==> src/rtl/div_pkg.sv <==
// Shared encodings and constants for the iterative RV32M divide/remainder unit.
// Op codes match funct3[1:0] so the decoder can pass them straight through.
package div_pkg;

    localparam int DIV_XLEN = 32;

    typedef enum logic [1:0] {
        OP_DIV  = 2'b00,
        OP_DIVU = 2'b01,
        OP_REM  = 2'b10,
        OP_REMU = 2'b11
    } op_t;

    typedef enum logic [1:0] {
        IDLE    = 2'b00,
        CALC    = 2'b01,
        FIXUP   = 2'b10,
        SPECIAL = 2'b11
    } state_t;

    localparam logic [DIV_XLEN-1:0] INT_MIN  = 32'h8000_0000;
    localparam logic [DIV_XLEN-1:0] ALL_ONES = 32'hFFFF_FFFF;

    function automatic logic op_is_signed(input op_t o);
        return (o == OP_DIV) || (o == OP_REM);
    endfunction

    function automatic logic op_is_rem(input op_t o);
        return (o == OP_REM) || (o == OP_REMU);
    endfunction

endpackage

==> src/rtl/div_step.sv <==
// One restoring-division step: shift {rem, quo} left, trial-subtract the divisor,
// keep the difference and set the quotient bit when it does not go negative.
module div_step #(
    parameter int XLEN = 32
) (
    input  logic [XLEN-1:0] rem,
    input  logic [XLEN-1:0] quo,
    input  logic [XLEN-1:0] divisor,
    output logic [XLEN-1:0] rem_next,
    output logic [XLEN-1:0] quo_next
);

    logic [XLEN:0] shifted;
    logic [XLEN:0] trial;

    // One extra bit so a full 32-bit unsigned divisor still compares correctly.
    assign shifted = {rem, quo[XLEN-1]};
    assign trial   = shifted - {1'b0, divisor};

    // A negative trial implies shifted < divisor, so the restored value fits XLEN bits.
    assign rem_next = trial[XLEN] ? shifted[XLEN-1:0] : trial[XLEN-1:0];

    generate
        for (genvar gi = 1; gi < XLEN; gi++) begin : g_quo_shift
            assign quo_next[gi] = quo[gi-1];
        end
    endgenerate

    assign quo_next[0] = ~trial[XLEN];

endmodule

==> src/rtl/iterative_divider.sv <==
// Multi-cycle RV32M DIV/DIVU/REM/REMU unit: magnitudes are divided one bit per clock,
// signs are applied in a final fixup cycle, RISC-V special cases bypass the loop.
module iterative_divider
    import div_pkg::*;
#(
    parameter int XLEN = DIV_XLEN
) (
    input  logic            clk,
    input  logic            rst_n,
    input  logic            start,
    input  logic [1:0]      op,
    input  logic [XLEN-1:0] dividend,
    input  logic [XLEN-1:0] divisor,
    input  logic            abort,
    output logic            busy,
    output logic            done,
    output logic [XLEN-1:0] result
);

    localparam int CW = $clog2(XLEN);

    state_t          state_reg;
    state_t          state_next;
    op_t             op_reg;
    logic [CW-1:0]   count_reg;
    logic [XLEN-1:0] rem_reg;
    logic [XLEN-1:0] quo_reg;
    logic [XLEN-1:0] dvs_reg;
    logic [XLEN-1:0] result_reg;
    logic            neg_quo_reg;
    logic            neg_rem_reg;
    logic            done_reg;

    // Decode of the incoming request
    op_t             op_in;
    logic            in_signed;
    logic            in_rem;
    logic            dvd_neg;
    logic            dvs_neg;
    logic [XLEN-1:0] dvd_abs;
    logic [XLEN-1:0] dvs_abs;
    logic            div_zero;
    logic            overflow;
    logic            special_in;
    logic [XLEN-1:0] special_val;

    // FSM control strobes
    logic            accept;
    logic            step_en;
    logic            fixup_en;
    logic            special_en;

    logic [XLEN-1:0] rem_step;
    logic [XLEN-1:0] quo_step;
    logic [XLEN-1:0] fix_val;

    always_comb begin
        op_in      = op_t'(op);
        in_signed  = op_is_signed(op_in);
        in_rem     = op_is_rem(op_in);
        dvd_neg    = in_signed & dividend[XLEN-1];
        dvs_neg    = in_signed & divisor[XLEN-1];
        dvd_abs    = dvd_neg ? -dividend : dividend;
        dvs_abs    = dvs_neg ? -divisor : divisor;
        div_zero   = (divisor == '0);
        overflow   = in_signed && (dividend == INT_MIN) && (divisor == ALL_ONES);
        special_in = div_zero | overflow;
        // Divide-by-zero takes priority; overflow only matters for a non-zero divisor.
        if (div_zero) begin
            special_val = in_rem ? dividend : ALL_ONES;
        end else begin
            special_val = in_rem ? '0 : INT_MIN;
        end
    end

    div_step #(
        .XLEN(XLEN)
    ) u_step (
        .rem      (rem_reg),
        .quo      (quo_reg),
        .divisor  (dvs_reg),
        .rem_next (rem_step),
        .quo_next (quo_step)
    );

    always_comb begin
        if (op_is_rem(op_reg)) begin
            fix_val = neg_rem_reg ? -rem_reg : rem_reg;
        end else begin
            fix_val = neg_quo_reg ? -quo_reg : quo_reg;
        end
    end

    // State register
    always_ff @(posedge clk or negedge rst_n) begin
        if (!rst_n) begin
            state_reg <= IDLE;
        end else begin
            state_reg <= state_next;
        end
    end

    // Next-state logic
    always_comb begin
        state_next = state_reg;
        case (state_reg)
            IDLE: begin
                if (start && !abort) begin
                    state_next = special_in ? SPECIAL : CALC;
                end
            end
            CALC: begin
                if (abort) begin
                    state_next = IDLE;
                end else if (count_reg == CW'(XLEN - 1)) begin
                    state_next = FIXUP;
                end
            end
            FIXUP:   state_next = IDLE;
            SPECIAL: state_next = IDLE;
            default: state_next = IDLE;
        endcase
    end

    // Output / control decode
    always_comb begin
        busy       = (state_reg != IDLE);
        accept     = (state_reg == IDLE) && start && !abort;
        step_en    = (state_reg == CALC) && !abort;
        fixup_en   = (state_reg == FIXUP) && !abort;
        special_en = (state_reg == SPECIAL) && !abort;
    end

    // Datapath; the special-case answer is parked in rem_reg until the SPECIAL cycle.
    always_ff @(posedge clk or negedge rst_n) begin
        if (!rst_n) begin
            op_reg      <= OP_DIV;
            count_reg   <= '0;
            rem_reg     <= '0;
            quo_reg     <= '0;
            dvs_reg     <= '0;
            result_reg  <= '0;
            neg_quo_reg <= 1'b0;
            neg_rem_reg <= 1'b0;
            done_reg    <= 1'b0;
        end else begin
            done_reg <= 1'b0;
            if (accept) begin
                op_reg      <= op_in;
                count_reg   <= '0;
                dvs_reg     <= dvs_abs;
                neg_quo_reg <= dvd_neg ^ dvs_neg;
                neg_rem_reg <= dvd_neg;
                if (special_in) begin
                    rem_reg <= special_val;
                    quo_reg <= '0;
                end else begin
                    rem_reg <= '0;
                    quo_reg <= dvd_abs;
                end
            end
            if (step_en) begin
                rem_reg   <= rem_step;
                quo_reg   <= quo_step;
                count_reg <= count_reg + CW'(1);
            end
            if (fixup_en) begin
                result_reg <= fix_val;
                done_reg   <= 1'b1;
            end
            if (special_en) begin
                result_reg <= rem_reg;
                done_reg   <= 1'b1;
            end
        end
    end

    assign done   = done_reg;
    assign result = result_reg;

endmodule

==> config.mk <==
export PLATFORM = sky130hd
export DESIGN_NAME = iterative_divider
export DESIGN_NICKNAME = d
export VERILOG_FILES = /design/src/rtl/div_pkg.sv /design/src/rtl/div_step.sv /design/src/rtl/iterative_divider.sv
export SDC_FILE = /design/constraint.sdc
export NUM_CORES = 1
export LEC_CHECK = 0
export ABC_AREA = 0
export CAP_MARGIN = 20
export CORE_MARGIN = 2
export CORE_UTILIZATION = 40
export DETAILED_ROUTE_END_ITERATION = 8
export PLACE_DENSITY = 0.61
export REMOVE_ABC_BUFFERS = 1
export SLEW_MARGIN = 20
export SYNTH_ARGS = -nofsm -noshare
export SYNTH_HDL_FRONTEND = slang
export SYNTH_SLANG_ARGS = --single-unit
==> constraint.sdc <==
create_clock -name clk -period 3.8 [get_ports clk]
set_input_delay 0.38 -clock clk [delete_from_list [all_inputs] [get_ports clk]]
set_output_delay 0.38 -clock clk [all_outputs]
set_load 0.02 [all_outputs]
======== Word level (Yosys, flattened, before mapping) ========
Cells that the tools add are included.
word-level totals
  input port bits ......................... 70
  logic and storage cells ................. 79
  bits in registers ....................... 140
cells by class
  mux-type cells .......................... 26
  add/sub/neg operators ................... 6
  reduce and logical (&&, ||, !) cells .... 20
  bitwise operators ....................... 5
  equal/unequal tests ..................... 12
operators with widths
  operator                number
  $mux W32                17
  $neg A32 Y32            4
  $eq A32 B32 Y1 const B  2
  $sub A33 B32 Y33        1
  $logic_not A32 Y1       1
  $eq A2 B2 Y1 const B    6
  $mux W5                 2
  $logic_and A1 B1 Y1     8
  $mux W2                 4
  $pmux W2 S3             1
  $reduce_bool A2 Y1      3
  $add A5 B1 Y5 const B   1
  $eq A5 B5 Y1 const B    1
  $logic_not A2 Y1        2
  $logic_or A1 B1 Y1      3
  $ne A3 B3 Y1 const B    1
  $and A1 B1 Y1           2
  $eq A2 B1 Y1 const B    1
  $mux W1                 2
  $ne A2 B2 Y1 const B    1
  $reduce_and A2 Y1       1
  $reduce_or A2 Y1        1
  $logic_not A1 Y1        1
  $not A1 Y1              1
  other kinds (2)         2

======== Logic depth before layout (Yosys ltp) ========
  depth after elaboration ................. 8
  depth in mapped cells ................... 13

======== Cells and area by module ========
Synthesis repeated with hierarchy kept, for this count alone.
unflattened totals
  cell total of the unflattened synthesis .. 1371
  area total of the unflattened synthesis .. 11554.8 um^2
by module, submodules not included
  module             instances  cells an instance  sequential area each (um^2)  area an instance (um^2)
  iterative_divider  1          1034               3478.3                       8956.1
  div_step           1          337                0.0                          2598.7

======== Worst setup path after synthesis ========
Ideal clock, no wire load.
  kind .................................... flip-flop to flip-flop
  from .................................... reg quo_reg[31]
  to ...................................... reg rem_reg[22]
  arrival ................................. 3.082 ns
  clock period less this slack ............ 3.217 ns
  setup time .............................. 0.135 ns
  path slack .............................. 0.583 ns
  buffers on the path ..................... 1
  cell stages (with the launch flop) ...... 14
  path through ............................ dfrtp_1 -> inv_1 -> ha_1 -> fa_1 -> nand2b_1 -> a21oi_1 -> o21ai_1 -> a311oi_1 -> o211a_1 -> a211oi_2 -> nor2_2 -> buf_2 -> mux2i_1 -> o21ai_0
on the way
  cells in the longest elaborated chain, start to end .. 3
ends and longest elaborated chain
  item                    RTL line                  source
  start, declared         iterative_divider.sv:27   logic [XLEN-1:0] quo_reg;
  start signal, assigned  iterative_divider.sv:159  quo_reg <= dvd_abs;
  start signal, assigned  iterative_divider.sv:164  quo_reg <= quo_step;
  $sub A33 B32 Y33        div_step.sv:18            assign trial = shifted - {1'b0, divisor};
  $mux W32                div_step.sv:21            assign rem_next = trial[XLEN] ? shifted[XLEN-1:0] : trial[XLEN-1:0];
  $mux W32                iterative_divider.sv:162  if (step_en) begin
  end signal, assigned    iterative_divider.sv:155  rem_reg <= special_val;
  end signal, assigned    iterative_divider.sv:163  rem_reg <= rem_step;
  end, declared           iterative_divider.sv:26   logic [XLEN-1:0] rem_reg;
No other way between the ends.
A chain may end at the register's enable or synchronous reset.

======== Final worst setup path ========
  from .................................... reg quo_reg[31]
  to ...................................... reg rem_reg[21]
The elaborated chain is that of the path after synthesis.

==> run_results.csv <==
group,metric,value,unit
global_routing,antenna_found_initial,0,
floorplanning,initial_utilization,0.4040,
sta,fmax,283.3,MHz
outcome,status,"finished, final reports clean",
sta,relSlewSlack,0.4189,
global_routing,met2_usage,0.3769,
hold_path,hold_path_class,"reg2reg",
cts,htreeDepth,4,
place,place_congestion,0.9076,
worst_setup_path,cp.arrival,3820,ps
power,p_leak,0.005500,uW
yosys,synth.area.top_cells,"dfrtp_1 31%, o21ai_0 8.1%, nand2_1 6.1%",
power,power_density,668.9,nW/um^2
drt,wirelength,33950,um
place,numPortBuffers,103,
layout,syn_to_final_growth,20.85,%
yosys,synth.distinct_cells,79,
global_routing,globalRouteTotalUtil,0.2361,
sta,final.period_utilization,0.9288,
yosys,yosys.area.top_type,"dfrtp_1",
yosys,synth.area.mux_share,0.02001,
yosys,seq_area_frac_synth,0.3125,
run,drv_cap,0,
cts,cts_buffers,17,
global_routing,grt_start_max_net_pins,75,
sta,finClkSkew,9.268,ps
global_routing,grt_busiest_layer,"met2",
sta,hold_viol,0,
layout,n_antenna_cell,0,
place,dp_hpwl,25570,um
global_routing,met1_usage,0.3309,
yosys,avgSynthCellArea,7.692,sq um
layout,drive_above_1_share,0.07964,
worst_setup_path,cp_top_family,"compound AO/OA/AOI/OAI gates",
layout,seqCellArea,3480,sq um
drt,routedWlPerCell,17.54,um
worst_setup_path,crit_required,4090,ps
worst_setup_path,crit_fanout,16,
layout,fillers,2748,
floorplanning,fp.dieArea,29180,sq um
drt,firstDrtPassIters,5,
power,ir_drop,0.0003565,V
worst_setup_path,critical_path.max_stage_delay,490,ps
worst_setup_path,cp_slowest_cell,"a311oi_1",
cts,clock-sinks,139,
layout,nNetsFinal,1655,
cts,clk_pin_slew_worst_paths,70,ps
yosys,synth_top_flop_cell,"dfrtp_1",
cts,cts_buffer_depth,2,
floorplanning,num_io_pins,104,
drt,drt-initial-drc-count,840,
sta,final.setup.tns,0,ps
yosys,synth_compound_area_frac,0.2790,
global_routing,grt_pass1_wl,54250,um
cts,clkLatencyLatePin,430,ps
global_routing,overflow,0,
layout,multi_input_area,7066,sq um
hold_path,min-delay-start,"result[1]",
cts,cts_tree,"built",
cts,ctsResizeCount,0,
worst_setup_path,critPathCaptureType,"flop",
yosys,syn_area,11130,sq um
floorplanning,coreArea,27550,sq um
worst_setup_path,worst-path-buf-inv,2,
worst_setup_path,worstSetupStartpointType,"flop",
yosys,synth_cells,1447,
yosys,synth_fa_ha_area_frac,0.04564,
floorplanning,die_height,170.8,um
worst_setup_path,worstPathCellList,"inv_1 -> ha_1 -> fa_1 -> nand2b_1 -> a21oi_1 -> o21ai_1 -> a311oi_1 -> o211a_1 -> a211oi_2 -> nor2_2 -> buf_4 -> mux2i_1 -> o21ai_0",
drt,drc,0,
yosys,synth-simple-area-share,0.1987,
cts,clockRootBuffer,"clkbuf_16",
sta,drv_slew,0,
drt,drtAntennaViolNets,0,
drt,viasPerCell,5.603,
yosys,synth_top_family_by_area,"compound AO/OA/AOI/OAI gates",
worst_setup_path,critPathKind,"reg2reg",
floorplanning,die_x,170.8,um
layout,finalNonFillerCells,1935,
yosys,synthArstFlopShare,1.000,
yosys,synth.top_cell.area_share,0.3125,
place,dp.cells,1903,
global_routing,grt_pass1_vias,10132,
global_routing,met3_usage,0.02568,
drt,vias,10842,
yosys,ys.warnings.count,0,
worst_setup_path,crit_start,"quo_reg[31]",
sta,rsz0062_at_grt,"no",
yosys,synth_edf_count,0,
yosys,ys_ff_latch,139,
yosys,synth-xor-area-share,0.09049,
worst_setup_path,r2r-start,"quo_reg[31]",
sta,finalSetupViolations,0,
sta,fin_crit,3529,ps
floorplanning,placementRows,61,
sta,worstMarginPinSlew,869.6,ps
-- worst min-delay path: stages, from the launching register on --
cell and delay [ps]:
dfrtp_1 340, nand2_1 50, nand2_1 50
-- metrics by stage --
| stage | worst slack (ps) | cell area, sq um | hold slack, ps | total power (uW) | utilization |
|---|---|---|---|---|---|
| after CTS | 285.9 | 13450 | 476.1 | 8932 | 0.4882 |
| after global placement | 238.7 | 12770 | 438.7 | 6907 | 0.4635 |
| final | 270.6 | 13450 | 472.2 | 8997 | 0.4882 |
| after global routing | 31.72 | 13450 | 504.0 | 9638 | 0.4882 |
| after detailed placement | 185.5 | 12770 | 439.2 | 6964 | 0.4635 |
| after floorplan | -1264 | 10770 | 84.41 | 5424 | - |
-- where the power goes --
group / internal [uW] / switching [uW] / leakage, uW
combinational: 1980 / 2780 / 0.00339
clock: 1260 / 682 / 0.000325
sequential: 1810 / 475 / 0.00179
total: 5060 / 3940 / 0.00550
-- metal layers --
| metal | vias to the layer above | share of wire | wire length [um] |
|---|---|---|---|
| li1 | 5412 | - | - |
| met1 | 5036 | 0.47 | 16100 |
| met2 | 339 | 0.44 | 15090 |
| met3 | 55 | 0.052 | 1781 |
| met4 | 0 | 0.029 | 975 |
| met5 | - | 0 | 0 |
-- cells by family after synthesis --
family	count (synthesis)
multiplexers	22
buffers and inverters	149
AND/OR/NAND/NOR	471
flip-flops	139
AO/OA/AOI/OAI	511
XOR/XNOR	115
adder cells (fa/ha/maj)	40
-- final timing paths --
check	slack, ps	to	depth (start not counted)
max in group asynchronous	2410	state_reg[0]	3
worst min-delay path	470	result[1]	2
worst max-delay path	270	rem_reg[21]	13
worst min register to register	470	result[1]	2
min in group asynchronous	530	dvs_reg[5]	2
worst max register to register	270	rem_reg[21]	13
-- placed cells by master, fill, tap and decap left out, types with 54 or more instances in the layout --
master	instances
o21ai_0	181
buf_4	59
nand2_1	181
dfrtp_1	138
inv_1	62
xnor2_1	61
clkdlybuf4s50_1	102
nor2_1	109
a21oi_1	129
xor2_1	54
-- what timing repair did --
action                    4_1_cts  5_1_grt
setup buffers                   0        0
hold buffers                    1        0
hold endpoints to repair       61        0
-- synthesized netlist by cell type (10+ instances only) --
library cell / number
o31ai_1: 20
or4_1: 10
inv_1: 62
a21oi_1: 129
nor2_1: 110
o21ai_0: 181
nand3_1: 17
clkbuf_1: 68
nand4_1: 20
ha_1: 39
dfrtp_1: 139
o22ai_1: 21
a21o_1: 19
nand2b_1: 17
or3_1: 19
nor3_1: 48
nand2_1: 181
mux2i_1: 20
o41ai_1: 12
xnor2_1: 61
nor2b_1: 10
a31oi_1: 22
o21a_1: 13
o21ai_1: 12
xor2_1: 54
-- cell type report --
cell class                 count  share of cell area
multi-input combinational   1159              0.5253
clock buffer                  19             0.03367
sequential                   139              0.2587
inverter                      63             0.01758
clock inverter                12             0.01628
tap                          378             0.03516
timing repair buffer         165              0.1134
(Power assumes the default switching activity.)
